$ cat src/rtl/reg_byte_assembler.sv
// Assembles byte-wide bus writes into 16-bit register writes and serves byte
// reads from a one-word read buffer, fetching on a miss with a bounded wait.
module reg_byte_assembler #(
  parameter int RD_TIMEOUT = 15
) (
  input  logic        clk,
  input  logic        reset_n_i,
  input  logic        write_strobe_i,
  input  logic        read_strobe_i,
  input  logic [3:0]  reg_num_i,
  input  logic        bytesel_i,
  input  logic [7:0]  bytedata_i,
  output logic        reg_wr_o,
  output logic [3:0]  reg_wr_num_o,
  output logic [15:0] reg_wr_data_o,
  output logic        reg_rd_req_o,
  output logic [3:0]  reg_rd_num_o,
  input  logic        reg_rd_ack_i,
  input  logic [15:0] reg_rd_data_i,
  output logic [7:0]  bus_data_o,
  output logic        dtack_o,
  output logic        debug_state
);

  localparam logic DTACK_ACK = 1'b1;
  localparam logic DTACK_NAK = 1'b0;
  localparam logic [7:0] TMO = 8'(RD_TIMEOUT);

  typedef enum logic {IDLE = 1'b0, RD_WAIT = 1'b1} state_t;

  // Handshake: write/read strobes are one-cycle qualifiers honoured only in
  // IDLE (write wins if both). dtack_o is a level: NAK from the cycle after an
  // accepted strobe until completion, then ACK held until the next strobe.
  // reg_rd_req_o is a level held until reg_rd_ack_i is sampled or timeout.
  state_t      state, state_next;
  logic [7:0]  hi_byte, hi_byte_d;
  logic [15:0] rd_buf, rd_buf_d;
  logic [3:0]  rd_buf_num, rd_buf_num_d;
  logic        rd_buf_valid, rd_buf_valid_d;
  logic        rd_sel, rd_sel_d;
  logic [7:0]  cnt, cnt_d;
  logic        wr_d, rd_req_d, dtack_d;
  logic [3:0]  wr_num_d, rd_num_d;
  logic [15:0] wr_data_d;
  logic [7:0]  bus_data_d;
  logic        wr_go, rd_go, rd_hit, rd_miss, ack_go, tmo_go;

  assign wr_go   = (state == IDLE) && write_strobe_i;
  assign rd_go   = (state == IDLE) && read_strobe_i && !write_strobe_i;
  assign rd_hit  = rd_go && bytesel_i && rd_buf_valid && (rd_buf_num == reg_num_i);
  assign rd_miss = rd_go && !rd_hit;
  assign ack_go  = (state == RD_WAIT) && reg_rd_ack_i;
  assign tmo_go  = (state == RD_WAIT) && !reg_rd_ack_i && (cnt == TMO);

  assign debug_state = (state == RD_WAIT);

  always_ff @(posedge clk or negedge reset_n_i) begin
    if (!reset_n_i) begin
      state         <= IDLE;
      hi_byte       <= 8'h00;
      rd_buf        <= 16'h0000;
      rd_buf_num    <= 4'h0;
      rd_buf_valid  <= 1'b0;
      rd_sel        <= 1'b0;
      cnt           <= 8'h00;
      reg_wr_o      <= 1'b0;
      reg_wr_num_o  <= 4'h0;
      reg_wr_data_o <= 16'h0000;
      reg_rd_req_o  <= 1'b0;
      reg_rd_num_o  <= 4'h0;
      bus_data_o    <= 8'h00;
      dtack_o       <= DTACK_NAK;
    end else begin
      state         <= state_next;
      hi_byte       <= hi_byte_d;
      rd_buf        <= rd_buf_d;
      rd_buf_num    <= rd_buf_num_d;
      rd_buf_valid  <= rd_buf_valid_d;
      rd_sel        <= rd_sel_d;
      cnt           <= cnt_d;
      reg_wr_o      <= wr_d;
      reg_wr_num_o  <= wr_num_d;
      reg_wr_data_o <= wr_data_d;
      reg_rd_req_o  <= rd_req_d;
      reg_rd_num_o  <= rd_num_d;
      bus_data_o    <= bus_data_d;
      dtack_o       <= dtack_d;
    end
  end

  always_comb begin
    state_next = state;
    case (state)
      IDLE:    if (rd_miss) state_next = RD_WAIT;
      RD_WAIT: if (ack_go || tmo_go) state_next = IDLE;
      default: state_next = IDLE;
    endcase
  end

  always_comb begin
    hi_byte_d      = hi_byte;
    rd_buf_d       = rd_buf;
    rd_buf_num_d   = rd_buf_num;
    rd_buf_valid_d = rd_buf_valid;
    rd_sel_d       = rd_sel;
    cnt_d          = cnt;
    wr_d           = 1'b0;
    wr_num_d       = reg_wr_num_o;
    wr_data_d      = reg_wr_data_o;
    rd_req_d       = reg_rd_req_o;
    rd_num_d       = reg_rd_num_o;
    bus_data_d     = bus_data_o;
    dtack_d        = dtack_o;

    if (wr_go) begin
      dtack_d = DTACK_ACK;
      if (bytesel_i) begin
        wr_d      = 1'b1;
        wr_num_d  = reg_num_i;
        wr_data_d = {hi_byte, bytedata_i};
      end else begin
        hi_byte_d = bytedata_i;
      end
      // Any write to the buffered register makes the buffered copy stale.
      if (reg_num_i == rd_buf_num) rd_buf_valid_d = 1'b0;
    end else if (rd_hit) begin
      bus_data_d = rd_buf[7:0];
      dtack_d    = DTACK_ACK;
    end else if (rd_miss) begin
      dtack_d  = DTACK_NAK;
      rd_req_d = 1'b1;
      rd_num_d = reg_num_i;
      rd_sel_d = bytesel_i;
      cnt_d    = 8'h00;
    end else if (ack_go) begin
      rd_buf_d       = reg_rd_data_i;
      rd_buf_num_d   = reg_rd_num_o;
      rd_buf_valid_d = 1'b1;
      rd_req_d       = 1'b0;
      bus_data_d     = rd_sel ? reg_rd_data_i[7:0] : reg_rd_data_i[15:8];
      dtack_d        = DTACK_ACK;
    end else if (tmo_go) begin
      rd_buf_valid_d = 1'b0;
      rd_req_d       = 1'b0;
      bus_data_d     = 8'hFF;
      dtack_d        = DTACK_ACK;
    end else if (state == RD_WAIT) begin
      cnt_d = cnt + 8'd1;
    end
  end

endmodule

$ cat config.mk
export PLATFORM = sky130hd
export DESIGN_NAME = reg_byte_assembler
export DESIGN_NICKNAME = d
export VERILOG_FILES = /design/src/rtl/reg_byte_assembler.sv
export SDC_FILE = /design/constraint.sdc
export NUM_CORES = 1
export LEC_CHECK = 0
export BUFFER_PORTS_ARGS = -buffer_cell sky130_fd_sc_hd__buf_4
export CAP_MARGIN = 15
export CORE_MARGIN = 8
export CORE_UTILIZATION = 47
export CTS_BUF_LIST = sky130_fd_sc_hd__clkbuf_4
export CTS_CLUSTER_SIZE = 24
export DETAILED_ROUTE_END_ITERATION = 10
export PLACE_DENSITY = 0.76
export SETUP_SLACK_MARGIN = 0.1
export SYNTH_ARGS = -nofsm -noshare
export SYNTH_HDL_FRONTEND = slang
export SYNTH_SLANG_ARGS = --single-unit
$ cat constraint.sdc
create_clock -name clk -period 1.8 [get_ports clk]
set_input_delay 0.27 -clock clk [delete_from_list [all_inputs] [get_ports clk]]
set_output_delay 0.27 -clock clk [all_outputs]
set_load 0.1 [all_outputs]
# Yosys cells after proc, flatten, opt, wreduce, memory -nomap -nowiden
# Index checks and enable logic that the tools add are counted.
[word_totals]
register_bits = 66
inputBits = 34
out_inout_bits = 36
word_cells = 83
[classes]
add_sub_neg = 1
n_eq_ne = 9
muxes = 27
bitwise_logic = 5
reduce_logical = 27
[op_table]
columns = ["op", "count"]
rows = [
  ["$mux W8", 9],
  ["$mux W1", 17],
  ["$logic_and A1 B1 Y1", 10],
  ["$ne A2 B2 Y1 const B", 5],
  ["$reduce_and A3 Y1", 3],
  ["$reduce_bool A3 Y1", 3],
  ["$add A8 B1 Y8 const B", 1],
  ["$eq A4 B4 Y1", 2],
  ["$eq A8 B4 Y1 const B", 1],
  ["$reduce_and A4 Y1", 2],
  ["$not A1 Y1", 5],
  ["$reduce_and A5 Y1", 1],
  ["$reduce_bool A5 Y1", 1],
  ["$reduce_and A2 Y1", 2],
  ["$logic_not A1 Y1", 3],
  ["$ne A2 B1 Y1 const B", 1],
  ["$pmux W1 S2", 1],
  ["$reduce_bool A2 Y1", 1],
  ["$logic_or A1 B1 Y1", 1],
]

# Longest topological paths before layout
[depth]
ltp_word = 11
ltp_mapped = 6
ltp_nobuf = 5

# Least setup slack after synthesis
# Ideal clock, no wire load.
[synth_path]
path_kind = "reg2reg"
startpoint = "reg state (netlist: debug_state)"
endpoint = "reg cnt[7]"
setup_ns = 0.087
arrival_ns = 1.964
t_required_ns = 1.713
slack_ns = -0.250
stages_incl_launch_ff = 5
n_path_buf = 0
period_less_slack_ns = 2.050
path_cell_list = "dfrtp_1 > nand2b_1 > a21o_1 > or3_1 > o211ai_1"
[synth_between]
elab_chain_len = 10
elab_cells_between_ends = 19
cone_classes = "eq/ne (2); mux (1); bitwise (3); reduce/logical (13)"
[synth_rtl]
columns = ["element", "line", "source"]
rows = [
  ["from (decl)", "35", "state_t state, state_next;"],
  ["from (signal assigned)", "74", "state <= state_next;"],
  ["$not A1 Y1", "-", ""],
  ["$logic_and A1 B1 Y1 (2 in series)", "49", "assign rd_go = (state == IDLE) && read_strobe_i && !write_strobe_i;"],
  ["$logic_and A1 B1 Y1 (3 in series)", "50", "assign rd_hit = rd_go && bytesel_i && rd_buf_valid && (rd_buf_num == reg_num_i);"],
  ["$logic_not A1 Y1", "51", "assign rd_miss = rd_go && !rd_hit;"],
  ["$logic_and A1 B1 Y1", "51", ""],
  ["$ne A2 B2 Y1 (no source line) / $reduce_bool A2 Y1 (equally long branches)", "-", ""],
  ["$reduce_and A5 Y1 (no source line)", "-", ""],
  ["to (signal assigned)", "80", "cnt <= cnt_d;"],
  ["to (decl)", "41", "logic [7:0] cnt, cnt_d;"],
]
# Parallel ways exist; a longest one is shown, timed or not.
# A chain may end at the register's enable or synchronous reset.

# Worst setup path after layout
[layout_path]
startpoint = "reg rd_buf_num[1]"
endpoint = "reg bus_data_o[3]"
[layout_between]
elab_chain_len = 6
elab_cells_between_ends = 8
cone_classes = "eq/ne (2); mux (1); reduce/logical (5)"
[layout_rtl]
columns = ["element", "line", "source"]
rows = [
  ["from (decl)", "38", "logic [3:0] rd_buf_num, rd_buf_num_d;"],
  ["from (signal assigned)", "77", "rd_buf_num <= rd_buf_num_d;"],
  ["$eq A4 B4 Y1 *", "50", ""],
  ["$logic_and A1 B1 Y1 *", "50", ""],
  ["$logic_not A1 Y1", "51", ""],
  ["$logic_and A1 B1 Y1", "51", ""],
  ["$ne A2 B2 Y1 (no source line)", "-", ""],
  ["$reduce_and A3 Y1 (no source line)", "-", ""],
  ["to (signal assigned)", "86", "bus_data_o <= bus_data_d;"],
  ["to (decl)", "20", "output logic [7:0] bus_data_o,"],
]
# Every way passes the cells marked *; elsewhere a longest branch is shown, timed or not.

==> out/metrics.csv <==
metric,value,unit
clock_path_buffers,2,
ys_async_sr_fraction,100.0,%
fp.dieW,94.15,um
synth.distinct_cells,42,
synth-seq-area-share,57.54,%
row_count,28,
fin_skew,11.06,ps
period_share,91.34,%
die_area,8863,um2
synthCells,233,
yosysTopAreaCell,dfrtp_1,
met2_wirelength,3.261,mm
finalHoldViolations,0,
synth_area_leaders,"dfrtp_1 58%, mux2_1 13%, nand2_1 7.3%",
cts_root_buffer,clkbuf_4,
drc,0,
dr_wl_met3,295,um
hold_class,input port to flip-flop,
worst_pin_slew,724.5,ps
cp_slowest_stage_delay,480,ps
final.setup.tns,0,ps
reg2reg_slack,160,ps
drive_gt1_share,33.33,%
numCtsBuffers,9,
cp-start-kind,flip-flop,
track_usage,14.92,%
worstSetupEndpoint,bus_data_o[3],
area_growth,27.55,%
clk_pin_slew,100,ps
ys_ff_latch,66,
cap_violations,0,
clock_sink_count,66,
cp.depth,4,
antenna_cells,0,
min_period,1644,ps
rr_startpoint,rd_buf_num[1],
cts_tree,yes,
cp.buffers_inverters,0,
syn_avg_cell_area,12.32,um2
crit_fanout,8,
portBuffers,69,
fp.coreArea,5921,um2
grt_pass1_vias,2061,
drtIter0Drc,76,
synth.top_cell.area_share,57.54,%
netlist_area,2870,um2
cpLargestDelayFamily,simple AND/OR/NAND/NOR gates,
leakagePower,0.001715,uW
reg2reg_depth,4,
overflow,0,
wl,6.316,mm
initial_core_util,48.48,%
grt_pass1_wl,10.32,mm
yosysWarnings,0,
nFillCells,472,
ys.flop_type,dfrtp_1,
cp-startpoint,rd_buf_num[1],
crit_slowest_cell,or3_4,
top_layer_used,met4,
critPathArrivalTime,1930,ps
hp-start,reg_rd_data_i[2],
crit_required,2090,ps
path_cells,xnor2_2 > nand4_4 > or3_4 > o221a_1,
die_h,94.15,um
cts.htree.levels,3,
rsz0062_at_grt,yes,
gp_congestion,0.7922,
clock.fmax,0.6082,GHz
r2r-end,bus_data_o[3],
critPathCaptureType,flip-flop,
drt-met1-wl,2.684,mm
hpwl,4.640,mm
worstSetupPathType,flip-flop to flip-flop,
clock_latency,400,ps
io_pins,70,
nets,349,
holdWs,70.21,ps
grt_antenna_before_repair,0,
slew_violations,0,
power.density,1570,nW/um2
grt_max_degree,31,
num_vias,2023,
synth-edff-count,0,
drtAntennaViolNets,0,
status,finished clean,
vias_per_cell,5.148,
syn-num-nets,268,
firstDrtPassIters,4,
relSlewSlack,51.70,%
setup_viol,0,
vdd_drop_max,0.0009620,V
wire_per_inst,16.07,um
stage by stage:
step	cell area (um2)	utilization (%)	setup WS (ps)	power [uW]	std cells
after floorplan	2874	-	125.2	4297	233
after detailed placement	3485	58.85	98.29	4980	374
after global routing	3661	61.83	89.35	6009	393
after CTS	3626	61.24	98.67	5784	391
after global placement	3485	58.85	141.5	4927	374
final	3661	61.83	155.8	5747	393
how the worst min path moves through the flow:
| stage | slack, ps | depth (start not counted) | endpoint |
|---|---|---|---|
| 2_1_floorplan | -30 | 0 | bus_data_o[0] |
| 6_report | 70 | 3 | rd_buf[2] |
| 4_1_cts | 50 | 3 | rd_buf[4] |
| 3_3_place_gp | 210 | 1 | hi_byte[1] |
| 3_5_place_dp | 220 | 1 | hi_byte[1] |
| 5_1_grt | 60 | 3 | rd_buf[4] |
logic make-up after synthesis:
logic type	synth area share, %
compound gates	7.673
fa+ha+maj	0.4359
mux	15.34
flops	57.54
simple gates	13.38
buf+inv	2.136
xor+xnor	3.487
placed cells by master, fill, tap and decap left out, drive strengths merged, types with 2 or more instances in the layout:
cell type,n
mux2i,8
clkbuf,9
mux2,32
nor2,6
nand2,56
xnor2,6
nand3,3
clkinv,3
buf,78
o32ai,2
nand4,2
o21ai,5
a21oi,2
nor2b,3
or3,2
clkinvlp,3
inv,2
nand2b,4
o221a,8
dfrtp,66
xor2,2
metal layers:
metal  vias to the layer above  global-route usage [%]
met4                         0                   5.945
met1                      1014                   18.01
met2                        32                   24.39
met3                         7                   4.317
met5                         -                       0
li1                        970                       -
flip-flops by register name, indices dropped and copies added (netlist names):
register,flops
bus_data_o,8
cnt,8
debug_state,1
dtack_o,1
hi_byte,8
rd_buf,8
rd_buf_num,4
rd_buf_valid,1
rd_sel,1
reg_rd_num_o,4
reg_rd_req_o,1
reg_wr_data_o,16
reg_wr_num_o,4
reg_wr_o,1
report_power, final:
group | total (uW) | switching (uW) | internal [uW] | leakage, uW
clock | 784 | 520 | 264 | 0.0000489
combinational | 2840 | 2170 | 670 | 0.000874
sequential | 2130 | 263 | 1860 | 0.000792
worst reg2reg max path: stages, from the launching register on:
cell     delay, ps
dfrtp_1        420
xnor2_2        200
nand4_4        180
or3_4          480
o221a_1        270
synth_stat cells (all sizes together), types with 2 or more instances:
cell type,instances
nand2,56
or3,2
inv,2
dfrtp,66
nand2b,4
xnor2,6
mux2,32
xor2,2
nand4,2
nor2b,3
mux2i,8
o221a,8
a21oi,2
clkbuf,4
nor2,6
o21ai,5
buf,6
nand3,3
what timing repair did:
action	in CTS	in global routing
resized for setup	2	5
gates cloned	1	0
buffers inserted	0	2
pin swaps	2	9
endpoints found under the hold margin	27	0
hold buffers	1	0
setup endpoints to repair	8	24
area by class of cell:
cell class / instances / area, um2 / area share, %
inverters: 2 / 7.507 / 0.2051
flip-flops and latches: 66 / 1655 / 45.22
well taps: 75 / 93.84 / 2.563
clock buffers: 9 / 67.56 / 1.846
repair buffers: 79 / 595.6 / 16.27
clock inverters: 6 / 35.03 / 0.9569
multi-input cells: 156 / 1206 / 32.95
No activity file was read; power rests on OpenSTA's default activity.
